File: src/rtl/sm4_key_sched.sv
// Iterative SM4 key schedule: expands a 128-bit master key one round per clock
// into a 32-entry round-key file, exposed through a registered read port.
module sm4_key_sched (
    input  logic         clk,
    input  logic         rst,
    input  logic         key_valid,
    input  logic [127:0] key,
    output logic         key_ready,
    output logic         keys_valid,
    output logic         busy,
    input  logic [4:0]   rd_addr,
    input  logic         rd_dec,
    output logic [31:0]  rd_data
);

    typedef enum logic [1:0] {
        S_IDLE   = 2'd0,
        S_EXPAND = 2'd1,
        S_DONE   = 2'd2
    } state_t;

    localparam logic [127:0] FK = {32'hA3B1BAC6, 32'h56AA3350, 32'h677D9197, 32'hB27022DC};

    localparam logic [0:31][31:0] CK = {
        32'h00070e15, 32'h1c232a31, 32'h383f464d, 32'h545b6269,
        32'h70777e85, 32'h8c939aa1, 32'ha8afb6bd, 32'hc4cbd2d9,
        32'he0e7eef5, 32'hfc030a11, 32'h181f262d, 32'h343b4249,
        32'h50575e65, 32'h6c737a81, 32'h888f969d, 32'ha4abb2b9,
        32'hc0c7ced5, 32'hdce3eaf1, 32'hf8ff060d, 32'h141b2229,
        32'h30373e45, 32'h4c535a61, 32'h686f767d, 32'h848b9299,
        32'ha0a7aeb5, 32'hbcc3cad1, 32'hd8dfe6ed, 32'hf4fb0209,
        32'h10171e25, 32'h2c333a41, 32'h484f565d, 32'h646b7279
    };

    localparam logic [0:255][7:0] SBOX = {
        128'hd690e9fecce13db716b614c228fb2c05,
        128'h2b679a762abe04c3aa44132649860699,
        128'h9c4250f491ef987a33540b43edcfac62,
        128'he4b31ca9c908e89580df94fa758f3fa6,
        128'h4707a7fcf37317ba83593c19e6854fa8,
        128'h686b81b27164da8bf8eb0f4b70569d35,
        128'h1e240e5e6358d1a225227c3b01217887,
        128'hd40046579fd327524c3602e7a0c4c89e,
        128'heabf8ad240c738b5a3f7f2cef96115a1,
        128'he0ae5da49b341a55ad933230f58cb1e3,
        128'h1df6e22e8266ca60c02923ab0d534e6f,
        128'hd5db3745defd8e2f03ff6a726d6c5b51,
        128'h8d1baf92bbddbc7f11d95c411f105ad8,
        128'h0ac13188a5cd7bbd2d74d012b8e5b4b0,
        128'h8969974a0c96777e65b9f109c56ec684,
        128'h18f07dec3adc4d2079ee5f3ed7cb3948
    };

    // Byte-wise S-box substitution (tau).
    function automatic logic [31:0] tau(input logic [31:0] a);
        tau = {SBOX[a[31:24]], SBOX[a[23:16]], SBOX[a[15:8]], SBOX[a[7:0]]};
    endfunction

    // Key-schedule linear transform: B ^ (B<<<13) ^ (B<<<23).
    function automatic logic [31:0] l_prime(input logic [31:0] b);
        l_prime = b ^ {b[18:0], b[31:19]} ^ {b[8:0], b[31:9]};
    endfunction

    state_t         r_state;
    state_t         w_next_state;
    logic [127:0]   r_k;
    logic [4:0]     r_rnd;
    logic           r_keys_valid;
    logic [31:0]    r_rd_data;
    logic [31:0]    r_rf [0:31];
    logic [31:0]    w_rk;
    logic           w_accept;
    logic [4:0]     w_rd_idx;

    assign key_ready  = (r_state != S_EXPAND);
    assign busy       = (r_state == S_EXPAND);
    assign keys_valid = r_keys_valid;
    assign rd_data    = r_rd_data;

    // Round-key datapath, handshake qualifier and read address mapping.
    always_comb begin
        w_rk     = r_k[127:96] ^ l_prime(tau(r_k[95:64] ^ r_k[63:32] ^ r_k[31:0] ^ CK[r_rnd]));
        w_accept = key_valid & (r_state != S_EXPAND);
        // 31 - addr in 5 bits is a plain bit inversion
        if (rd_dec) begin
            w_rd_idx = ~rd_addr;
        end else begin
            w_rd_idx = rd_addr;
        end
    end

    // Next-state decode.
    always_comb begin
        w_next_state = r_state;
        case (r_state)
            S_IDLE: begin
                if (key_valid) begin
                    w_next_state = S_EXPAND;
                end else begin
                    w_next_state = S_IDLE;
                end
            end
            S_EXPAND: begin
                if (r_rnd == 5'd31) begin
                    w_next_state = S_DONE;
                end else begin
                    w_next_state = S_EXPAND;
                end
            end
            S_DONE: begin
                if (key_valid) begin
                    w_next_state = S_EXPAND;
                end else begin
                    w_next_state = S_DONE;
                end
            end
            default: begin
                w_next_state = S_IDLE;
            end
        endcase
    end

    // State, working key, round counter, valid flag and read register.
    always_ff @(posedge clk) begin
        if (rst) begin
            r_state      <= S_IDLE;
            r_k          <= 128'd0;
            r_rnd        <= 5'd0;
            r_keys_valid <= 1'b0;
            r_rd_data    <= 32'd0;
        end else begin
            r_state <= w_next_state;
            if (w_accept) begin
                r_k          <= key ^ FK;
                r_rnd        <= 5'd0;
                r_keys_valid <= 1'b0;
            end else if (r_state == S_EXPAND) begin
                r_k   <= {r_k[95:0], w_rk};
                r_rnd <= r_rnd + 5'd1;
                if (r_rnd == 5'd31) begin
                    r_keys_valid <= 1'b1;
                end
            end
            // Gated on the pre-edge flag so a half-built schedule is never visible
            r_rd_data <= r_keys_valid ? r_rf[w_rd_idx] : 32'd0;
        end
    end

    // Round-key file; intentionally not cleared by reset.
    always_ff @(posedge clk) begin
        if (!rst && (r_state == S_EXPAND)) begin
            r_rf[r_rnd] <= w_rk;
        end
    end

endmodule

File: config.mk
export PLATFORM = sky130hd
export DESIGN_NAME = sm4_key_sched
export DESIGN_NICKNAME = d
export VERILOG_FILES = /design/src/rtl/sm4_key_sched.sv
export SDC_FILE = /design/constraint.sdc
export NUM_CORES = 2
export LEC_CHECK = 0
export ABC_AREA = 1
export BUFFER_PORTS_ARGS = -buffer_cell sky130_fd_sc_hd__buf_2
export CAP_MARGIN = 10
export CORE_MARGIN = 4
export CORE_UTILIZATION = 32
export DETAILED_ROUTE_END_ITERATION = 7
export SYNTH_ARGS = -nofsm -noshare
export SYNTH_HDL_FRONTEND = slang
export SYNTH_SLANG_ARGS = --single-unit
File: constraint.sdc
create_clock -name clk -period 4.3 [get_ports clk]
set_input_delay 0 -clock clk [delete_from_list [all_inputs] [get_ports clk]]
set_output_delay 0 -clock clk [all_outputs]
set_load 0.02 [all_outputs]
==> results.cfg <==
[clock_tree]
cts_buffer_depth = 3
cts.sinks = 1192
cts_max_level = 3
numCtsBuffers = 116
root_buffer = clkbuf_16
clk_latency_ns = 0.77
cts_tree = yes
clk_pin_slew_ns = 0.06

[route]
drc_errors = 0
drt_iter0_markers = 6883
firstDrtPassIters = 6
wl_um = 257000
drtAntennaViolNets = 0
vias = 55900
via_per_inst = 5.68
routedWlPerCell_um = 26.2

[global_routing]
grt_max_degree = 111
grt_pass1_vias = 52700
track_usage_pct = 24.7
grt_pass1_wl_um = 366000
antenna_found_initial = 4
overflow = 0

[worst_hold_path]
hold_class = input pin to flip-flop

[floorplan]
fp-row-count = 161
die_w_um = 447
core_area_mm2 = 0.192
initial_core_util_pct = 32.1
die_y_um = 447
io_pins = 172
die_area_mm2 = 0.200

[job]
maxCapViolations = 0

[synthesis]
synth_flop_cell = edfxtp_1
synthXorXnorAreaFrac_pct = 0.970
netlist_instances = 6780
yosysSeqAreaShare_pct = 55.2
synth-async-reset-ratio_pct = 0
synth-compound-area-share_pct = 10.4
syn-num-nets = 6956
ys_types = 45
yosysWarnings = 0
synth-seq-cells = 1192
synth_simple_gate_area_share_pct = 23.6
synth_top_family_by_area = simple AND/OR/NAND/NOR gates
syn_area_mm2 = 0.0618
synth_fa_ha_area_share_pct = 0.789
synth.area.mux_share_pct = 3.63
synth_edf_count = 1024
syn_area_per_cell_um2 = 9.12

[finish]
drive_gt1_share_pct = 13.0
finalInstanceArea_mm2 = 0.0741
nNetsFinal = 7376
syn_to_final_growth_pct = 19.8
final_common_cell = nand2_1
most-common-layout-cells = nand2_1 (1649), nand3_1 (1062), edfxtp_1 (1024)

[sta]
setup_ws_ns = 0.0991
fmax_ghz = 0.238
clock_skew_ns = 0.0928
fin_crit_sh_pct = 97.7
setup_violations = 0
period_minus_slack_ns = 4.20
worst_pin_slew_ns = 1.04
relSlewSlack_pct = 30.6
hold_viol_final = 0
finalMaxSlewViolations = 0
rsz0062_at_grt = true

[placed_design]
hpwl_um = 172000
dpl_cell_area_mm2 = 0.0684
port_buffers = 171
gp_congestion = 1.03
post-place-ws_ns = -0.0792

[worst_setup_path]
arrival_ns = 4.84
crit_fanout = 13
crit_type = flip-flop to flip-flop
crit_required_ns = 4.94
critPathCaptureType = flip-flop
worst_setup_path_start_kind = flip-flop

[outcome]
outcome = finished clean
## path summary, 6_finish.rpt
kind               from     endpoint  slack, ns  depth (start not counted)
max reg2reg    r_rnd[0]      r_k[26]        0.1                         21
min              rd_dec  rd_data[20]       0.13                          3
max            r_rnd[0]      r_k[26]        0.1                         21
min reg2reg  r_state[0]   r_state[0]       0.47                          1
## state kept, by name, summed over array words and instances, names as in the netlist
| signal | flops |
|---|---|
| r_k | 128 |
| rd_data | 32 |
| r_state | 2 |
| keys_valid | 1 |
| r_rnd | 5 |
| r_rf | 1024 |
## final cells by class
cell class                      instances  area [um^2]
Antenna cell                            1         2.50
Clock inverter                         61          703
Sequential cell                      1192        34100
Timing Repair Buffer                  734         6520
Inverter                              374         1450
Clock buffer                          159         3210
Tap cell                             2526         3160
Multi-Input combinational cell       4782        24900
Fill cell                           19000       118000
## synthesized netlist by cell type, types with 3 or more instances
cell	count	area share (%)
inv_1	347	2.1
nand4_1	22	0.22
and2_1	3	0.030
nor2_2	12	0.12
ha_1	39	0.79
xnor2_2	3	0.079
xor2_1	37	0.52
nand3_1	1068	8.6
o21ai_0	453	3.7
o211ai_1	52	0.63
nor3_1	3	0.024
o22ai_1	53	0.54
inv_2	22	0.13
buf_6	11	0.20
xnor2_1	24	0.34
a21oi_1	104	0.84
a31oi_1	41	0.41
o32ai_1	33	0.47
dfxtp_1	168	5.4
o21ai_1	11	0.089
nor2_1	599	3.6
clkbuf_1	260	1.6
nor2_4	4	0.073
buf_1	27	0.16
clkinv_1	5	0.030
nand2_1	1672	10
buf_2	113	0.91
buf_4	20	0.24
mux2i_1	224	3.6
o221ai_1	256	3.6
nand2_2	41	0.41
nand2_4	8	0.15
nand3b_1	7	0.085
edfxtp_1	1024	50
## routing by layer
metal | vias to the layer above | track usage [%] | wire length (um)
met1 | 27200 | 31.1 | 98300
met4 | 0 | 15.6 | 18900
li1 | 24800 | - | -
met5 | - | 0 | 0
met2 | 3157 | 40.2 | 119000
met3 | 711 | 3.38 | 21300
## through the flow
| step | cells | hold slack, ns | util, % | setup TNS (ns) |
|---|---|---|---|---|
| floorplan | 6780 | 0.168 | - | 0 |
| finish | 9829 | 0.132 | 38.5 | 0 |
| global route | 9828 | 0.115 | 38.5 | -0.0507 |
| detailed placement | 9451 | 0.318 | 35.5 | -3.48 |
| CTS | 9817 | 0.102 | 38.3 | 0 |
| global placement | 9451 | 0.303 | 35.5 | -5.45 |
## worst max-delay path, cell delays in order, from the launching register on
cell and delay (ns):
dfxtp_1 0.36, inv_2 0.05, buf_4 0.20, nand2_1 0.07, nand2_1 0.11, nand2_4 0.23
nand2_8 0.17, inv_2 0.27, nand2_1 0.31, a21oi_1 0.39, a21oi_1 0.11, nand2_1 0.07
nand3_1 0.11, nand3_1 0.22, buf_4 0.18, nand3_1 0.14, nand2_1 0.10, nand2_1 0.06
buf_4 0.13, nand3_1 0.13, a21oi_1 0.08, dlygate4sd3_1 0.58
## timing repair
| action | in CTS | in global routing |
|---|---|---|
| endpoints found under the setup margin | 64 | 214 |
| gates cloned | 0 | 2 |
| hold buffers | 146 | 0 |
| pin swaps | 0 | 2 |
| gates resized for setup | 2 | 53 |
| endpoints found under the hold margin | 131 | 0 |
| setup buffers | 0 | 9 |
## kinds of logic (layout without fill, tap and decap cells)
| kind of cell | Yosys count | after routing |
|---|---|---|
| flops | 1192 | 1192 |
| simple gates | 3444 | 3445 |
| mux | 224 | 224 |
| buf+inv | 807 | 1328 |
| xor+xnor | 65 | 65 |
| fa+ha+maj | 39 | 39 |
| compound gates | 1009 | 1009 |
| other cells | 0 | 1 |
Power is not shown: default switching activity piles up to over one toggle a cycle in this logic, so the estimate is an artifact.
